<file path="src/rtl/display_scan_if.sv">
// display_scan_if: data/control inputs and pin-side outputs of the 7-segment scan driver
interface display_scan_if #(
    parameter int N_DIGITS = 8,
    parameter int BRIGHT_W = 3
);
    logic [4*N_DIGITS-1:0]       digs;
    logic [N_DIGITS-1:0]         an_on;
    logic [N_DIGITS-1:0]         dp_in;
    logic [BRIGHT_W-1:0]         brightness;
    logic                        blank_lz;
    logic [3:0]                  disp;
    logic                        dp_n;
    logic [N_DIGITS-1:0]         an;
    logic [$clog2(N_DIGITS)-1:0] digit_idx;
    logic                        frame_tick;
    modport master (
        output digs, an_on, dp_in, brightness, blank_lz,
        input  disp, dp_n, an, digit_idx, frame_tick
    );
    modport slave (
        input  digs, an_on, dp_in, brightness, blank_lz,
        output disp, dp_n, an, digit_idx, frame_tick
    );
endinterface

</file>
<file path="src/rtl/display_scan_driver.sv">
// display_scan_driver: self-timed multiplexed 7-segment scan with PWM, LZ blanking and frame snapshots
module display_scan_driver #(
    parameter int N_DIGITS    = 8,
    parameter int REFRESH_DIV = 100000,
    parameter int BRIGHT_W    = 3
) (
    input logic           clk,
    input logic           reset,
    display_scan_if.slave bus
);
    localparam int IW  = $clog2(N_DIGITS);
    localparam int PW  = $clog2(REFRESH_DIV);
    localparam int SUB = REFRESH_DIV >> BRIGHT_W;
    logic [PW-1:0]         pcnt, sp;
    logic [IW-1:0]         slot;
    logic                  primed, s_blz, z, pwrap, fwrap, light;
    logic [4*N_DIGITS-1:0] s_digs;
    logic [N_DIGITS-1:0]   s_an_on, s_dp, lz;
    logic [BRIGHT_W-1:0]   s_bright;
    logic [3:0]            nib;
    // A digit is blanked while it and every more significant nibble are zero; digit 0 always shows
    always_comb begin
        lz = '0;
        z  = s_blz;
        for (int k = N_DIGITS - 1; k > 0; k--) begin
            z     = z && (s_digs[4*k +: 4] == 4'd0);
            lz[k] = z;
        end
        nib   = s_digs[{slot, 2'b00} +: 4];
        sp    = pcnt / PW'(SUB);
        pwrap = pcnt == PW'(REFRESH_DIV - 1);
        fwrap = pwrap && (slot == IW'(N_DIGITS - 1));
        light = (pcnt != '0) && (sp <= PW'(s_bright)) && s_an_on[slot] && !lz[slot];
    end
    always_ff @(posedge clk or posedge reset) begin
        if (reset) begin
            pcnt           <= '0;
            slot           <= '0;
            primed         <= 1'b0;
            s_digs         <= '0;
            s_an_on        <= '0;
            s_dp           <= '0;
            s_bright       <= '0;
            s_blz          <= 1'b0;
            bus.an         <= '1;
            bus.disp       <= 4'd0;
            bus.dp_n       <= 1'b1;
            bus.digit_idx  <= '0;
            bus.frame_tick <= 1'b0;
        end else begin
            pcnt   <= pwrap ? '0 : pcnt + 1'b1;
            slot   <= !pwrap ? slot : (slot == IW'(N_DIGITS - 1)) ? '0 : slot + 1'b1;
            primed <= 1'b1;
            // Inputs only take effect at frame boundaries so a frame never mixes two values
            if (!primed || fwrap) begin
                s_digs   <= bus.digs;
                s_an_on  <= bus.an_on;
                s_dp     <= bus.dp_in;
                s_bright <= bus.brightness;
                s_blz    <= bus.blank_lz;
            end
            bus.an         <= ~(N_DIGITS'(light) << slot);
            bus.disp       <= nib;
            bus.dp_n       <= ~(s_dp[slot] && light);
            bus.digit_idx  <= slot;
            bus.frame_tick <= fwrap;
        end
    end
endmodule

</file>
<file path="src/flat_wrapper.sv">
// flat-port wrapper written by rule: the top's interface ports become plain ports
module display_scan_driver_flat 
#(
    parameter int N_DIGITS    = 8,
    parameter int REFRESH_DIV = 100000,
    parameter int BRIGHT_W    = 3
)
  (clk, reset, bus_digs, bus_an_on, bus_dp_in, bus_brightness, bus_blank_lz, bus_disp, bus_dp_n, bus_an, bus_digit_idx, bus_frame_tick);
  display_scan_if #(.N_DIGITS(N_DIGITS), .BRIGHT_W(BRIGHT_W)) bus_i ();
  input logic clk;
  input logic reset;
  input wire logic [$bits(bus_i.digs)-1:0] bus_digs;
  input wire logic [$bits(bus_i.an_on)-1:0] bus_an_on;
  input wire logic [$bits(bus_i.dp_in)-1:0] bus_dp_in;
  input wire logic [$bits(bus_i.brightness)-1:0] bus_brightness;
  input wire logic [$bits(bus_i.blank_lz)-1:0] bus_blank_lz;
  output wire logic [$bits(bus_i.disp)-1:0] bus_disp;
  output wire logic [$bits(bus_i.dp_n)-1:0] bus_dp_n;
  output wire logic [$bits(bus_i.an)-1:0] bus_an;
  output wire logic [$bits(bus_i.digit_idx)-1:0] bus_digit_idx;
  output wire logic [$bits(bus_i.frame_tick)-1:0] bus_frame_tick;
  assign bus_i.digs = bus_digs;
  assign bus_i.an_on = bus_an_on;
  assign bus_i.dp_in = bus_dp_in;
  assign bus_i.brightness = bus_brightness;
  assign bus_i.blank_lz = bus_blank_lz;
  assign bus_disp = bus_i.disp;
  assign bus_dp_n = bus_i.dp_n;
  assign bus_an = bus_i.an;
  assign bus_digit_idx = bus_i.digit_idx;
  assign bus_frame_tick = bus_i.frame_tick;
  display_scan_driver #(.N_DIGITS(N_DIGITS), .REFRESH_DIV(REFRESH_DIV), .BRIGHT_W(BRIGHT_W)) u_core (.clk(clk), .reset(reset), .bus(bus_i));
endmodule
</file>
<file path="config.mk">
export PLATFORM = sky130hd
export DESIGN_NAME = display_scan_driver_flat
export DESIGN_NICKNAME = d
export VERILOG_FILES = /design/src/rtl/display_scan_if.sv /design/src/rtl/display_scan_driver.sv /design/src/flat_wrapper.sv
export SDC_FILE = /design/constraint.sdc
export NUM_CORES = 1
export LEC_CHECK = 0
export ABC_CLOCK_PERIOD_IN_PS = 5400
export BUFFER_PORTS_ARGS = -buffer_cell sky130_fd_sc_hd__buf_4
export CAP_MARGIN = 20
export CORE_ASPECT_RATIO = 0.6
export CORE_MARGIN = 2
export CORE_UTILIZATION = 40
export DETAILED_ROUTE_END_ITERATION = 10
export SETUP_SLACK_MARGIN = 0.5
export SYNTH_ARGS = -nofsm -noshare
export SYNTH_HDL_FRONTEND = slang
export SYNTH_SLANG_ARGS = --single-unit
</file>
<file path="constraint.sdc">
create_clock -name clk -period 5.4 [get_ports clk]
set_input_delay 1.08 -clock clk [delete_from_list [all_inputs] [get_ports clk]]
set_output_delay 1.08 -clock clk [all_outputs]
set_load 0.005 [all_outputs]
</file>
==> results by group, run 1 <==
Status
  – Status: finished clean

Setup path
  – WP data required: 5.65 ns
  – Crit end category: flop
  – Beginning of the critical path: u_core.pcnt[12]$_DFF_PP0_
  – CP endpoint: u_core.bus.dp_n$_DFF_PP1_
  – Worst-path maximum fanout: 10
  – Reg2reg start: u_core.pcnt[12]$_DFF_PP0_
  – FF-to-FF path depth: 16
  – Crit path launch type: flop
  – Critical path data arrival time: 4.86 ns
  – Reg2reg setup slack: a little under 0.8 ns
  – WS Path Type: reg2reg
  – Reg2Reg Capture Point: u_core.bus.dp_n$_DFF_PP1_

Run
  – Total of max-cap violations: 0

Floorplanning
  – Initial Utilization: 40.5%
  – Die Height: 91.8 um
  – Ports: between 70 and 80
  – Core Region: 12700 um^2
  – Row count: 32
  – Die W: 150 um
  – Die area: between 10000 and 15000 um^2

GRT
  – Grt ovf: 0
  – Initial antenna violation count: 0
  – GRT Overall Usage: approximately a fifth
  – Vias in the first global route: roughly 4100
  – Largest net degree at the start of global routing: 53
  – First-pass GRT wire length: 22100 um

Clock network
  – Sink Count: 90
  – Max Root-Sink Buffers: 2
  – TritonCTS Buffers: 9
  – Clock root cell: clkbuf_16
  – CTS tree: yes
  – Htree depth: 3
  – Clock slew at reported path FFs: approximately 0.070 ns
  – Clock Latency Late Sink: 0.33 ns

Timing
  – Final period utilization: about 85%
  – Peak Freq: 217 MHz
  – Unrepaired setup endpoints after global routing: no
  – Slew @ Worst Pin: ~1.0 ns
  – Worst Skew: 0.00703 ns
  – Fin. Hold Viols: 0
  – Total negative setup slack: 0 ns
  – Max_slew headroom: 32.0%
  – Final min period: 4.61 ns
  – Worst Slack Setup Final: just under 0.8 ns
  – Final slew viol count: 0
  – Setup-failing EPs final: 0

Cells and area
  – N_diodes: 0
  – Most common cell after layout, fill and taps aside: buf_4
  – Multi-input gate area: 2750 um^2
  – Final core occ: 49.3%
  – # nets final: 609
  – Synth-to-Final Area Change: 21.8%
  – Most frequent cells in the layout: buf_4, dfrtp_1, mux2_2
  – Layout cells sized above 1: between 30% and 40%
  – Register Area: 2270 um^2
  – Fill count: 1137

Power
  – VDD IR max: 0.136 mV
  – Pwr Total: 1510 uW
  – Sw power: 374 uW
  – Combinational Power Share: a little under a tenth
  – Leakage power: approximately 0.0026 uW
  – Sequential share of power: 49.8%
  – Sw frac: roughly a quarter
  – Clk pwr share: 41.2%
  – Pwr/cell area: 241 nW/um^2
  – Pint: 1130 uW

Yosys
  – Synth top area share: 39.4%
  – EDFF count, synth: 0
  – Unique masters post-synth: 65
  – Area leader, netlist: dfrtp_1
  – YS warnings: 0
  – Synthesized area: 5140 um^2
  – Mean Syn Cell Area: 10.7 um^2
  – Number of synthesized register bits: 90
  – Seq/Total Area, Yosys: 44.0%
  – Share of flip-flops with an asynchronous set or reset: 100%
  – Syn_nets: 540
  – Top_reg_cell synth: dfrtp_1
  – Ranking of synthesized cells by area: dfrtp_1, mux2_2, mux4_2, dfstp_2, nand3_1
  – Post-Syn Instances: ~480

Drt
  – Via-per-instance ratio: roughly 5.7
  – Initial drt markers: 393
  – Wire length per cell: between 15 and 20 um
  – Via count of the routed design: 4123
  – Pre-antenna DRT Iters: 5
  – Remaining DRCs: 0
  – Post-route ant nets: 0
  – Routed wire length: around 14000 um

Placement
  – PortBufs: 70
  – DP HPWL: 10300 um
  – GPL Wtd Cong: 0.939
  – Pre-CTS WS: 0.629 ns

Min path
  – Worst Hold Class: reg2reg
[critical path, cell delays in order (launching register included)]
cell	delay (ns)
dfrtp_1	0.57
or4_4	0.64
o21ai_1	0.22
a32o_1	0.29
o2111a_1	0.26
o21ai_1	0.14
xnor2_2	0.22
o31ai_4	0.34
nor3b_1	0.22
o22ai_1	0.10
o22ai_1	0.19
ha_1	0.17
nor2b_1	0.04
o21a_1	0.16
o21ai_1	0.24
o211ai_1	0.22
or4_1	0.50
[layout make-up]
type | count | share of cell area (%)
repair buffers | 90 | 10.8
clock inverters | 7 | 1.18
clock buffers | 9 | 3.60
multi-input cells | 341 | 43.9
flip-flops and latches | 90 | 36.2
inverters | 16 | 0.979
well taps | 170 | 3.40
[per-layer routing]
metal | global-route usage [%] | routed length [um] | vias up
li1 | - | - | 1907
met1 | 33.0 | 6780 | 2051
met2 | 26.7 | 5350 | 159
met3 | 7.26 | 1340 | 6
met4 | 3.69 | 67 | 0
met5 | 0 | 0 | -
[repair_timing]
item                       in CTS  in global routing
hold endpoints to repair        0                  0
setup endpoints to repair       0                  9
setup buffers                   0                  5
gates resized for setup         0                  9
hold buffers                    0                  0
[registers in the layout, summed over array words and instances (netlist names)]
register	count
u_core.bus.an	8
u_core.s_an_on	8
u_core.s_blz	1
u_core.s_bright	3
u_core.pcnt	17
u_core.slot	3
u_core.s_digs	32
u_core.bus.disp	4
u_core.s_dp	8
u_core.bus.dp_n	1
u_core.bus.frame_tick	1
u_core.bus.digit_idx	3
u_core.primed	1
[power by group through the flow]
stage	registers [uW]	clock network (uW)	logic [uW]
detailed placement	762	0	139
floorplan	750	0	81.2
global route	754	665	151
finish	749	620	137
CTS	749	637	140
global placement	759	0	135
[worst min-delay path by stage]
stage	end	cells past startpoint	startpoint	slack [ns]
after floorplan	u_core.bus.digit_idx[0]$_DFF_PP0_	0	u_core.slot[0]$_DFFE_PP0P_	0.38
final	u_core.s_an_on[2]$_DFFE_PP0P_	1	u_core.s_an_on[2]$_DFFE_PP0P_	0.50
after CTS	u_core.s_an_on[2]$_DFFE_PP0P_	1	u_core.s_an_on[2]$_DFFE_PP0P_	0.51
after detailed placement	u_core.s_an_on[4]$_DFFE_PP0P_	1	u_core.s_an_on[4]$_DFFE_PP0P_	0.49
after global placement	u_core.s_dp[3]$_DFFE_PP0P_	1	u_core.s_dp[3]$_DFFE_PP0P_	0.48
after global routing	u_core.s_blz$_DFFE_PP0P_	1	u_core.s_blz$_DFFE_PP0P_	0.52
[cell usage after synthesis, types with 3 or more instances]
| cell | number |
|---|---|
| nand2b_1 | 4 |
| mux4_2 | 12 |
| o21a_1 | 4 |
| a211oi_1 | 4 |
| nor4_1 | 13 |
| ha_1 | 7 |
| xor2_1 | 6 |
| nor2_1 | 29 |
| o31ai_1 | 3 |
| xnor2_1 | 13 |
| nor2b_1 | 10 |
| o22ai_1 | 3 |
| nor3_1 | 16 |
| mux2i_1 | 4 |
| and3_1 | 5 |
| a21oi_1 | 12 |
| and2_1 | 6 |
| o21ai_1 | 5 |
| dfrtp_1 | 81 |
| a31oi_1 | 4 |
| clkbuf_1 | 26 |
| buf_1 | 3 |
| inv_1 | 14 |
| mux2_2 | 58 |
| dfstp_2 | 9 |
| nand4_1 | 7 |
| o211ai_1 | 8 |
| o21ai_0 | 21 |
| nand2_1 | 25 |
| nand3_1 | 23 |
| a2111oi_4 | 3 |
[stage by stage]
| step | hold WS (ns) | cell area (um^2) | instances |
|---|---|---|---|
| floorplan | 0.378 | 5140 | 479 |
| global placement | 0.485 | 5880 | 702 |
| detailed placement | 0.489 | 5880 | 702 |
| CTS | 0.509 | 6180 | 718 |
| global route | 0.524 | 6260 | 723 |
| finish | 0.503 | 6260 | 723 |
[kinds of logic (layout without fill, tap and decap cells)]
| kind of cell | count (synthesis) | after routing | share of synthesized area (%) |
|---|---|---|---|
| other cells | 1 | 1 | 0.0729 |
| flops | 90 | 90 | 44.0 |
| mux | 74 | 74 | 18.7 |
| buf+inv | 48 | 122 | 3.63 |
| simple gates | 150 | 150 | 15.4 |
| xor+xnor | 19 | 19 | 3.24 |
| compound gates | 90 | 90 | 13.2 |
| fa+ha+maj | 7 | 7 | 1.70 |
(Power assumes the default switching activity.)
==> inputs of run 2 (changes only) <==
- ABC_CLOCK_PERIOD_IN_PS: 5400 -> 5230
- clock period: 5.4 -> 5.23 ns (I/O delays scaled with it)
==> run 2 against run 1 <==
  * Sequential power up 3.6%
  * Non-clock buffer count up 5
  * Combinational power up 6%
  * First-iteration DRC count up 23%
  * Cell area up 1.6%
  * Register-to-register slack worse by 0.11 ns
  * Final cell count up 0.69%
  * Via count up 1.4%
  * Clock-buffer cell count up 2
  * Sequential share of layout area down 0.54 points
  * Critical path depth up 2
  * Largest cell class unchanged
==> results by group, run 2 (same netlist as run 1, synthesis figures left out) <==
Setup path
  – Reg2reg setup slack: 0.69 ns (was 0.79 ns)
  – Crit end category: flop (unchanged)
  – FF-to-FF path depth: 18 (was 16)
  – Worst-path maximum fanout: 8 (was 10)
  – Critical path data arrival time: 4.77 ns (was 4.86 ns)
  – WP data required: 5.46 ns (was 5.65 ns)
  – Crit path launch type: flop (unchanged)
  – Reg2Reg Capture Point: u_core.bus.an[7]$_DFF_PP1_ (was u_core.bus.dp_n$_DFF_PP1_)
  – Reg2reg start: u_core.pcnt[8]$_DFF_PP0_ (was u_core.pcnt[12]$_DFF_PP0_)
  – WS Path Type: reg2reg (unchanged)

Drt
  – Pre-antenna DRT Iters: 5 (unchanged)
  – Via count of the routed design: 4182 (was 4123)
  – Remaining DRCs: 0 (unchanged)
  – Via-per-instance ratio: 5.74 (was 5.70)
  – Wire length per cell: 18.9 um (was 18.7 um)
  – Post-route ant nets: 0 (unchanged)
  – Routed wire length: 13700 um (was 13500 um)
  – Initial drt markers: 485 (was 393)

GRT
  – Initial antenna violation count: 0 (unchanged)
  – Vias in the first global route: 3924 (was 4059)
  – First-pass GRT wire length: 21700 um (was 22100 um)
  – Grt ovf: 0 (unchanged)
  – Largest net degree at the start of global routing: 58 (was 53)
  – GRT Overall Usage: 20.3% (was 20.7%)

Timing
  – Worst Skew: 0.0121 ns (was 0.00703 ns)
  – Final min period: 4.54 ns (was 4.61 ns)
  – Total negative setup slack: 0 ns (unchanged)
  – Peak Freq: 220 MHz (was 217 MHz)
  – Unrepaired setup endpoints after global routing: no (unchanged)
  – Final period utilization: 86.8% (was 85.3%)
  – Fin. Hold Viols: 0 (unchanged)
  – Max_slew headroom: 28.0% (was 32.0%)
  – Final slew viol count: 0 (unchanged)
  – Setup-failing EPs final: 0 (unchanged)
  – Slew @ Worst Pin: 1.05 ns (was 1.02 ns)

Cells and area
  – Biggest register: u_core.s_digs (unchanged)
  – Most frequent cells in the layout: buf_4, dfrtp_1, mux2_2 (unchanged)
  – # nets final: 614 (was 609)
  – Final core occ: 50.1% (was 49.3%)
  – Layout cells sized above 1: 39.2% (was 37.6%)
  – Max FFs per register: 32 (unchanged)
  – Synth-to-Final Area Change: 23.8% (was 21.8%)
  – N_diodes: 0 (unchanged)
  – Biggest regs: u_core.s_digs (32), u_core.pcnt (17) (unchanged)
  – Most common cell after layout, fill and taps aside: buf_4 (unchanged)

Placement
  – DP HPWL: 10300 um (about the same)
  – PortBufs: 70 (unchanged)
  – GPL Wtd Cong: 0.991 (was 0.939)

Clock network
  – Clock root cell: clkbuf_16 (unchanged)
  – Clock slew at reported path FFs: 0.06 ns (was 0.07 ns)
  – Clock Latency Late Sink: 0.33 ns (about the same)
  – TritonCTS Buffers: 9 (unchanged)
  – Sink Count: 90 (unchanged)
  – CTS tree: yes (unchanged)
  – Htree depth: 3 (unchanged)
  – Max Root-Sink Buffers: 2 (unchanged)

Min path
  – Hold endpoint: u_core.s_an_on[7]$_DFFE_PP0P_ (was u_core.s_an_on[2]$_DFFE_PP0P_)
  – Worst Hold Class: reg2reg (unchanged)
  – Min-delay src: u_core.s_an_on[7]$_DFFE_PP0P_ (was u_core.s_an_on[2]$_DFFE_PP0P_)
  – WHS Path Cells: 1 (unchanged)

Run
  – Total of max-cap violations: 0 (unchanged)

Floorplanning
  – Row count: 32 (unchanged)
  – Die W: 150 um (unchanged)
  – Core Region: 12700 um^2 (unchanged)
  – Die area: 13800 um^2 (unchanged)
  – Die Height: 91.8 um (unchanged)
  – Ports: 71 (unchanged)
  – Initial Utilization: 40.5% (unchanged)

Status
  – Status: finished clean (unchanged)

Power
  – VDD IR max: 0.206 mV (was 0.136 mV)
  – Pwr/cell area: 259 nW/um^2 (was 241 nW/um^2)
  – Leakage power: 0.00261 uW (was 0.00257 uW)
## run 2: cell types whose count changed in the layout (fill, tap and decap cells not counted), sizes merged
cell	change
buf	+5
inv	-3
clkbuf	+2
clkinvlp	-2
bufinv	+3
## run 2: power by group
part | internal (uW) | switching (uW) | total (uW)
logic | 89.8 | 55.0 | 145
clock network | 467 | 258 | 725
registers | 744 | 32.0 | 776
## run 2: layout make-up
class,count,area (um^2)
clock buffers,11,233
clock inverters,5,104
well taps,170,213
repair buffers,95,713
fillers,1133,6330
inverters,16,61.3
multi-input cells,341,2770
flip-flops and latches,90,2270
## run 2: worst max-delay path by stage
stage	start	endpoint	depth (start not counted)
2_1_floorplan	u_core.pcnt[6]$_DFF_PP0_	u_core.bus.an[6]$_DFF_PP1_	18
3_3_place_gp	u_core.pcnt[8]$_DFF_PP0_	u_core.bus.dp_n$_DFF_PP1_	17
3_5_place_dp	u_core.pcnt[8]$_DFF_PP0_	u_core.bus.an[7]$_DFF_PP1_	19
4_1_cts	u_core.pcnt[8]$_DFF_PP0_	u_core.bus.an[7]$_DFF_PP1_	19
5_1_grt	u_core.pcnt[8]$_DFF_PP0_	u_core.bus.an[7]$_DFF_PP1_	18
6_report	u_core.pcnt[8]$_DFF_PP0_	u_core.bus.an[7]$_DFF_PP1_	18
## run 2: through the flow
| stage | hold slack, ns | power [uW] | worst slack, ns | cell area (um^2) | cells |
|---|---|---|---|---|---|
| 6_report | 0.505 | 1650 | 0.689 | 6360 | 728 |
| 5_1_grt | 0.520 | 1710 | 0.487 | 6360 | 728 |
| 4_1_cts | 0.505 | 1660 | 0.615 | 6230 | 720 |
| 3_5_place_dp | 0.488 | 931 | 0.624 | 5900 | 704 |
| 3_3_place_gp | 0.485 | 924 | 0.766 | 5900 | 704 |
| 2_1_floorplan | 0.378 | 858 | 1.26 | 5140 | 479 |
## run 2: metal layers
metal / routed length, um / vias up / part of all wire (%) / track usage (%)
li1: - / 1911 / - / -
met1: 6980 / 2103 / 51 / 33.1
met2: 5540 / 166 / 40 / 25.5
met3: 1190 / 2 / 8.6 / 7.01
met4: 31 / 0 / 0.23 / 2.67
met5: 0 / - / 0 / 0
## run 2: repair_timing
| action | 4_1_cts | 5_1_grt |
|---|---|---|
| setup buffers | 0 | 8 |
| hold buffers | 0 | 0 |
| endpoints found under the setup margin | 0 | 9 |
| endpoints found under the hold margin | 0 | 0 |
| gates resized for setup | 0 | 21 |
## run 2: critical path, cell delays in order, from the launching register on
cell       delay [ns]
dfrtp_2          0.46
or3_4            0.44
a2111oi_4        0.45
a2111oi_4        0.12
a21oi_2          0.20
inv_2            0.10
a221o_1          0.32
a2111oi_4        0.42
o31ai_4          0.16
o2111a_1         0.28
a211oi_2         0.14
o22ai_1          0.10
ha_1             0.31
nand3_2          0.08
o21ai_2          0.09
o211ai_1         0.18
nor4_1           0.33
buf_4            0.18
nand3_2          0.07
==> inputs of run 3 (changes only) <==
--- a/config.mk
+++ b/config.mk
@@ -7,4 +7,4 @@
 export LEC_CHECK = 0
-export ABC_CLOCK_PERIOD_IN_PS = 5230
-export BUFFER_PORTS_ARGS = -buffer_cell sky130_fd_sc_hd__buf_4
+export ABC_CLOCK_PERIOD_IN_PS = 5550
+export BUFFER_PORTS_ARGS = -buffer_cell sky130_fd_sc_hd__buf_2
 export CAP_MARGIN = 20
==> constraint.sdc (replaced) <==
create_clock -name clk -period 5.55 [get_ports clk]
set_input_delay 0.2775 -clock clk [delete_from_list [all_inputs] [get_ports clk]]
set_output_delay 0.2775 -clock clk [all_outputs]
set_load 0.005 [all_outputs]
==> run 3 against run 2 <==
  * Cell area is 4.3% lower
  * Worst setup slack better by 0.073 ns
  * Combinational power is 15% lower
  * Routed wire length is 1.5% higher
  * Critical path type unchanged
  * Largest cell class unchanged
  * Largest power group unchanged
==> results by group, run 3 (same netlist as run 1, synthesis figures left out) <==
Status
  – Status: finished clean (unchanged)

Clock network
  – CTS tree: yes (unchanged)
  – Max Root-Sink Buffers: 2 (unchanged)
  – TritonCTS Buffers: 9 (unchanged)
  – Clock slew at reported path FFs: 0.06 ns (about the same)
  – Clock root cell: clkbuf_16 (unchanged)
  – Sink Count: 90 (unchanged)
  – Htree depth: 3 (unchanged)
  – Clock Latency Late Sink: 0.34 ns (was 0.33 ns)

GRT
  – First-pass GRT wire length: 21600 um (was 21700 um)
  – GRT Overall Usage: 20.6% (was 20.3%)
  – Vias in the first global route: 3810 (was 3924)
  – Initial antenna violation count: 0 (unchanged)
  – Grt ovf: 0 (unchanged)
  – Largest net degree at the start of global routing: 65 (was 58)

Floorplanning
  – Initial Utilization: 40.5% (unchanged)
  – Die Height: 91.8 um (unchanged)
  – Core Region: 12700 um^2 (unchanged)
  – Row count: 32 (unchanged)
  – Die area: 13800 um^2 (unchanged)
  – Ports: 71 (unchanged)
  – Die W: 150 um (unchanged)

Placement
  – GPL Wtd Cong: 0.977 (was 0.991)
  – PortBufs: 70 (unchanged)
  – DP HPWL: 10500 um (was 10300 um)

Drt
  – Remaining DRCs: 0 (unchanged)
  – Wire length per cell: 19.4 um (was 18.9 um)
  – Via count of the routed design: 4143 (was 4182)
  – Pre-antenna DRT Iters: 5 (unchanged)
  – Via-per-instance ratio: 5.75 (was 5.74)
  – Routed wire length: 13900 um (was 13700 um)
  – Post-route ant nets: 0 (unchanged)
  – Initial drt markers: 468 (was 485)

Cells and area
  – Max FFs per register: 32 (unchanged)
  – Most frequent cells in the layout: dfrtp_1, buf_2, mux2_2 (was buf_4, dfrtp_1, mux2_2)
  – # nets final: 606 (was 614)
  – N_diodes: 0 (unchanged)
  – Layout cells sized above 1: 36.5% (was 39.2%)
  – Biggest regs: u_core.s_digs (32), u_core.pcnt (17) (unchanged)
  – Most common cell after layout, fill and taps aside: dfrtp_1 (was buf_4)
  – Synth-to-Final Area Change: 18.4% (was 23.8%)
  – Biggest register: u_core.s_digs (unchanged)
  – Final core occ: 48.0% (was 50.1%)

Setup path
  – WS Path Type: reg2reg (unchanged)
  – Crit path buf inv count: 3 (was 2)
  – FF-to-FF path depth: 18 (unchanged)
  – Crit path launch type: flop (unchanged)
  – Critical path data arrival time: 5.04 ns (was 4.77 ns)
  – Crit end category: flop (unchanged)
  – Worst-path maximum fanout: 16 (was 8)
  – CP Cell Sequence: o211a_2 -> a2111oi_4 -> a2111oi_4 -> a21oi_2 -> inv_2 -> a221o_1 -> a2111oi_4 -> inv_1 -> a211oi_1 -> a211oi_2 -> o22ai_1 -> ha_1 -> nor2b_1 -> o21a_1 -> o21ai_1 -> o211ai_1 -> buf_4 -> or4_1 (was or3_4 -> a2111oi_4 -> a2111oi_4 -> a21oi_2 -> inv_2 -> a221o_1 -> a2111oi_4 -> o31ai_4 -> o2111a_1 -> a211oi_2 -> o22ai_1 -> ha_1 -> nand3_2 -> o21ai_2 -> o211ai_1 -> nor4_1 -> buf_4 -> nand3_2)
  – CP delay by family, top: compound AO/OA/AOI/OAI gates (unchanged)
  – Slowest CP cell: dfrtp_1 (was dfrtp_2)
  – Crit path depth: 18 (unchanged)
  – Most numerous cell on the critical path: a2111oi_4 (unchanged)
  – WP data required: 5.80 ns (was 5.46 ns)
  – CP peak stage delay: 0.57 ns (was 0.46 ns)

Timing
  – Max_slew headroom: 38.8% (was 28.0%)
  – Final slew viol count: 0 (unchanged)
  – Setup-failing EPs final: 0 (unchanged)
  – Peak Freq: 209 MHz (was 220 MHz)
  – Slew @ Worst Pin: 0.918 ns (was 1.05 ns)
  – Worst Skew: 0.00717 ns (was 0.0121 ns)
  – Unrepaired setup endpoints after global routing: no (unchanged)
  – Fin. Hold Viols: 0 (unchanged)
  – Final period utilization: 86.3% (was 86.8%)
  – Final min period: 4.79 ns (was 4.54 ns)
  – Total negative setup slack: 0 ns (unchanged)

Run
  – Total of max-cap violations: 0 (unchanged)

Min path
  – Worst Hold Class: in2reg (was reg2reg)
  – WHS Path Cells: 2 (was 1)

Power
  – Leakage power: 0.00250 uW (was 0.00261 uW)
  – Pwr/cell area: 241 nW/um^2 (was 259 nW/um^2)
  – VDD IR max: 0.208 mV (was 0.206 mV)
[run 3: area by class of cell]
| type | instances | area, um^2 |
|---|---|---|
| clock buffers | 11 | 243 |
| clock inverters | 5 | 62.6 |
| fillers | 1139 | 6610 |
| inverters | 16 | 61.3 |
| multi-input cells | 341 | 2760 |
| flip-flops and latches | 90 | 2260 |
| well taps | 170 | 213 |
| repair buffers | 87 | 485 |
[run 3: per-layer routing]
layer	track usage [%]	vias to the layer above	share of wire, %
li1	-	1898	-
met1	35.2	2046	52
met2	24.0	189	37
met3	6.77	8	9.8
met4	2.99	2	0.55
met5	3.85	-	0.47
[run 3: final timing paths]
kind,startpoint,endpoint,slack (ns)
max reg2reg,u_core.pcnt[7]$_DFF_PP0_,u_core.bus.dp_n$_DFF_PP1_,0.76
min,bus_digs[12],u_core.s_digs[12]$_DFFE_PP0P_,0.17
max,u_core.pcnt[7]$_DFF_PP0_,u_core.bus.dp_n$_DFF_PP1_,0.76
min reg2reg,u_core.s_bright[2]$_DFFE_PP0P_,u_core.s_bright[2]$_DFFE_PP0P_,0.51
max in group asynchronous,reset,u_core.pcnt[9]$_DFF_PP0_,3.83
min in group asynchronous,reset,u_core.s_an_on[3]$_DFFE_PP0P_,0.49
[run 3: what timing repair did]
item,4_1_cts,5_1_grt
buffers inserted,0,2
hold buffers,1,0
gates resized for setup,0,11
endpoints found under the setup margin,0,9
endpoints found under the hold margin,26,0
[run 3: through the flow]
step	instance area [um^2]	total power, uW	hold slack (ns)	cells	setup WS (ns)
floorplan	5140	809	0.378	479	1.58
global placement	5690	856	0.288	700	0.852
detailed placement	5690	861	0.312	700	0.620
CTS	6010	1480	0.162	717	0.587
global route	6090	1530	0.157	720	0.567
finish	6090	1470	0.168	720	0.762
[run 3: report_power, final]
group | leakage (uW) | internal (uW) | switching (uW)
logic | 0.00127 | 71.4 | 51.3
clock network | 0.000148 | 364 | 249
registers | 0.00108 | 701 | 29.0
total | 0.00250 | 1140 | 329
